<file path="src/rtl/freq_meter_pkg.sv">
// Shared BCD types and the single-digit decade step used by the frequency meter
// and the 7-segment decoder path.
package freq_meter_pkg;
    localparam int BCD_W = 4;
    localparam logic [BCD_W-1:0] BCD_MAX = 4'd9;

    typedef logic [BCD_W-1:0] bcd_digit_t;

    // Next value of one decade digit; hold freezes it when the whole counter is saturated.
    function automatic bcd_digit_t bcd_next(bcd_digit_t q, logic inc, logic hold);
        if (!inc || hold) begin
            return q;
        end
        return (q == BCD_MAX) ? bcd_digit_t'(0) : q + bcd_digit_t'(1);
    endfunction
endpackage

</file>
<file path="src/rtl/freq_meter_bcd_digit_counter.sv">
// One decade digit of the working counter; carry ripples combinationally to the next digit.
module bcd_digit_counter
    import freq_meter_pkg::*;
(
    input  logic       clk,
    input  logic       reset,
    input  logic       clr,
    input  logic       inc,
    input  logic       hold,
    output bcd_digit_t q,
    output logic       carry
);

    always_ff @(posedge clk) begin
        if (!reset || clr) begin
            q <= '0;
        end else begin
            q <= bcd_next(q, inc, hold);
        end
    end

    assign carry = inc & (q == BCD_MAX);

endmodule

</file>
<file path="src/rtl/freq_meter.sv">
// Gated frequency meter: counts synchronized rising edges of sig_in over a free-running
// window of GATE_CYCLES clk cycles and latches the BCD result at each window end.
module freq_meter
    import freq_meter_pkg::*;
#(
    parameter int GATE_CYCLES = 25000000,
    parameter int DIGITS      = 4
) (
    input  logic                  clk,
    input  logic                  reset,
    input  logic                  sig_in,
    output logic [4*DIGITS-1:0]   freq_bcd,
    output logic                  overflow,
    output logic                  valid
);

    localparam int GW = $clog2(GATE_CYCLES);
    localparam logic [GW-1:0] GATE_LAST = GW'(GATE_CYCLES - 1);

    logic                s1, s2, s3;
    logic                sig_edge;
    logic [GW-1:0]       gcnt;
    logic                win_end;
    bcd_digit_t          work [DIGITS];
    logic [DIGITS:0]     inc_chain;
    logic                sat;
    logic                ovf_work;
    logic [4*DIGITS-1:0] work_next;

    always_ff @(posedge clk) begin
        if (!reset) begin
            s1 <= 1'b0;
            s2 <= 1'b0;
            s3 <= 1'b0;
        end else begin
            s1 <= sig_in;
            s2 <= s1;
            s3 <= s2;
        end
    end

    assign sig_edge = s2 & ~s3;

    always_ff @(posedge clk) begin
        if (!reset || win_end) begin
            gcnt <= '0;
        end else begin
            gcnt <= gcnt + GW'(1);
        end
    end

    assign win_end = (gcnt == GATE_LAST);

    // The carry out of the top digit is exactly "all nines and an edge": the saturation condition.
    assign inc_chain[0] = sig_edge;
    assign sat          = inc_chain[DIGITS];

    for (genvar i = 0; i < DIGITS; i++) begin : g_digit
        bcd_digit_counter u_digit (
            .clk   (clk),
            .reset (reset),
            .clr   (win_end),
            .inc   (inc_chain[i]),
            .hold  (sat),
            .q     (work[i]),
            .carry (inc_chain[i+1])
        );
        assign work_next[i*BCD_W +: BCD_W] = bcd_next(work[i], inc_chain[i], sat);
    end

    // The latch takes the post-increment value so an edge in the window-end cycle is kept.
    always_ff @(posedge clk) begin
        if (!reset) begin
            freq_bcd <= '0;
            overflow <= 1'b0;
            valid    <= 1'b0;
            ovf_work <= 1'b0;
        end else begin
            valid <= win_end;
            if (win_end) begin
                freq_bcd <= work_next;
                overflow <= ovf_work | sat;
                ovf_work <= 1'b0;
            end else if (sat) begin
                ovf_work <= 1'b1;
            end
        end
    end

endmodule
</file>
<file path="config.mk">
export PLATFORM = sky130hd
export DESIGN_NAME = freq_meter
export DESIGN_NICKNAME = d
export VERILOG_FILES = /design/src/rtl/freq_meter_pkg.sv /design/src/rtl/freq_meter_bcd_digit_counter.sv /design/src/rtl/freq_meter.sv
export SDC_FILE = /design/constraint.sdc
export NUM_CORES = 1
export LEC_CHECK = 0
export BUFFER_PORTS_ARGS = -buffer_cell sky130_fd_sc_hd__buf_2
export CELL_PAD_IN_SITES_DETAIL_PLACEMENT = 1
export CELL_PAD_IN_SITES_GLOBAL_PLACEMENT = 2
export CORE_MARGIN = 1.5
export CORE_UTILIZATION = 35
export CTS_BUF_LIST = sky130_fd_sc_hd__clkbuf_8 sky130_fd_sc_hd__clkbuf_16
export CTS_CLUSTER_DIAMETER = 100
export DETAILED_ROUTE_END_ITERATION = 6
export GPL_ROUTABILITY_DRIVEN = 0
export PLACE_DENSITY_LB_ADDON = 0.3
export SYNTH_ARGS = -nofsm -noshare
export SYNTH_HDL_FRONTEND = slang
export SYNTH_SLANG_ARGS = --single-unit
</file>
<file path="constraint.sdc">
create_clock -name clk -period 2.37 [get_ports clk]
set_clock_uncertainty 0.15 [all_clocks]
set_input_delay 0.474 -clock clk [delete_from_list [all_inputs] [get_ports clk]]
set_output_delay 0.474 -clock clk [all_outputs]
set_load 0.05 [all_outputs]
</file>
==> metrics <==
outcome=finished, final reports clean; post-layout util=0.4292; initial DRC count=65; critical path class=flop to flop; Buffers on Ports=20; Worst path max stage delay=370 ps; vias in the first global route=2320; most frequent cells in the layout=dfxtp_1, nor2_1, buf_2; peak supply drop=0.2555 mV; cell family with the largest share of critical-path delay=simple AND/OR/NAND/NOR gates; CTS Buffer Depth=2; Syn Std Cell Area=2701 um^2; MaxCap Viol Count=0; Fmax=0.4807 GHz; Clk Latency, worst-skew pair=340 ps; first drt pass iteration count=4; Post-DRT Antenna Nets=0; gr usage total=0.1725; Row Count=31; Setup Viol. Count Final=0; worst-margin pin slew=501.2 ps; sequential area share after synthesis=0.4669; CTS tree=yes; area grow syn2layout=17.09%; Int Power=1795 uW; Finished Cell Area=3163 um^2; antenna violations before repair=0; commonest non-fill, non-tap cell in the layout=dfxtp_1; combinational share of power=0.018; crit path capture type=flop; GRT Residual Overflow=0; Ys Warns=0; first-pass GRT wire length=11.15 mm; hold buffer count at cts=0; worst min-delay path class=input pin to flop; Yosys cell types=48; syn_nets=302; Min Clock Period, post-route=2080 ps; core region area=7370 um^2; Leakage=0.001164 uW; setup_tns=0 ps; # diodes=0; CP bufs+invs=1; clock sink total=63; CTS root buf=clkbuf_8; slew margin rel.=0.6628; Top Registers=gcnt: 25 flops, freq_bcd: 16 flops, g_digit.u_digit.q: 16 flops; Clock power frac=0.502; number of H-tree levels=3; Largest Register=gcnt; Synth async-reset ratio=0; Ports=21; Cell Area, Placed=2897 um^2; CP Launch Type=flop; via count=2174; number of cells after detailed placement=413; RSZ-0062 raised after global routing=no; vias per inst=5.044; Hold Vio Cnt, Final=0; Post-synth top flop=dfxtp_1; Final #Nets=331; Chip Width=90.85 um; Worst path slowest cell=dfxtp_1; crit-path cells=ha_1 > and4_1 > nand4_2 > nor2_4 > buf_4 > nand2_1 > o22ai_1; synthesized flop and latch total=63; Max FO, Critical Path=17; Reg clk slew, reported paths=70 ps; switching power total=436.5 uW; routed wire length=6.139 mm; detailed placement HPWL=4.341 mm; part of the power in registers=0.480; Tcrit/Tclk final=0.8778; WP data required=2480 ps; wire length per cell=14.24 um; synthesized instance count=298; Power Density=705.5 nW/um^2; Worst Path Arrival=2190 ps; largest net degree at the start of global routing=24; Slew Viols, Final=0; Avg Synthesized Cell Area=9.065 um^2; layout cell share with drive strength beyond 1=0.1687; Switching Share=0.1956; Starting Density=0.3666; final std cells w/o fill=431; Die Ht=90.85 um; max reg flops=25; number of flops mapped to enable cells by yosys=0; DRC errors left=0; die area=8254 um^2; TritonCTS buffer count=9
-- power groups by stage --
stage	Combinational [uW]	Clock [uW]	Sequential, uW
after global placement	39.2	0	1100
after floorplan	33.3	0	1090
final	39.3	1120	1070
after global routing	46.0	1200	1070
after detailed placement	40.1	0	1100
after CTS	40.5	1160	1070
-- layout make-up --
type | count | area [um^2]
clock inverter | 6 | 101.3
tap | 99 | 123.9
timing repair buffer | 30 | 187.7
sequential | 63 | 1261
multi-input combinational | 214 | 1318
fill | 891 | 4207
inverter | 9 | 33.78
clock buffer | 10 | 137.6
-- per-layer routing --
| metal | track usage | routed length [um] |
|---|---|---|
| met5 | 0 | 0 |
| met4 | 0.08594 | 136 |
| met3 | 0.04377 | 178 |
| met2 | 0.2876 | 2990 |
| met1 | 0.2051 | 2834 |
-- through the flow --
stage | total power [uW] | setup WS, ps | hold slack [ps]
floorplan | 1128 | 481.4 | 261.9
global placement | 1135 | 330.0 | 265.6
detailed placement | 1136 | 230.5 | 269.9
CTS | 2269 | 212.7 | 182.8
global route | 2322 | 88.23 | 209.2
finish | 2232 | 289.7 | 199.8
-- kinds of logic (layout without fill, tap and decap cells) --
family / count (synthesis) / after routing / synth area share
and+or+nand+nor: 144 / 144 / 0.2872
DFF: 63 / 63 / 0.4669
AOI/OAI and AO/OA: 37 / 37 / 0.09078
xor gates and xnor gates: 29 / 29 / 0.09402
buffers and inverters: 21 / 55 / 0.04539
muxes: 3 / 3 / 0.01112
adders and majority gates: 1 / 1 / 0.004631
-- repair_timing --
| action | CTS | global route |
|---|---|---|
| gates resized for setup | 0 | 0 |
| endpoints found under the setup margin | 0 | 2 |
| setup buffers | 0 | 2 |
-- final timing paths --
check | startpoint | cells after the start | to | slack [ps]
max | gcnt[0] | 7 | freq_bcd[8] | 290
max reg2reg | gcnt[0] | 7 | freq_bcd[8] | 290
min reg2reg | s1 | 1 | s2 | 280
min | sig_in | 2 | s1 | 200
-- cell usage after synthesis (2+ instances only) --
cell type | instances | share of area
a21oi_1 | 8 | 0.015
xnor2_1 | 18 | 0.058
nor4_1 | 4 | 0.0093
and2_1 | 6 | 0.014
and4bb_2 | 3 | 0.014
buf_6 | 4 | 0.017
nand4_1 | 8 | 0.019
o21ai_0 | 7 | 0.013
inv_1 | 9 | 0.013
nand2_1 | 19 | 0.026
or4bb_1 | 2 | 0.0083
clkbuf_1 | 3 | 0.0042
buf_2 | 2 | 0.0037
and3_1 | 3 | 0.0069
dfxtp_1 | 63 | 0.47
o22ai_1 | 5 | 0.012
buf_4 | 3 | 0.0083
and4_1 | 3 | 0.0097
nand4_2 | 2 | 0.0093
mux2i_1 | 3 | 0.011
nor3_1 | 5 | 0.0093
nand2b_1 | 2 | 0.0046
xor2_1 | 11 | 0.036
nor2_1 | 61 | 0.085
nand3_1 | 14 | 0.026
nor2b_1 | 2 | 0.0046
a211oi_2 | 2 | 0.0093
a211oi_1 | 6 | 0.017
Power figures use the tool's default switching activity.
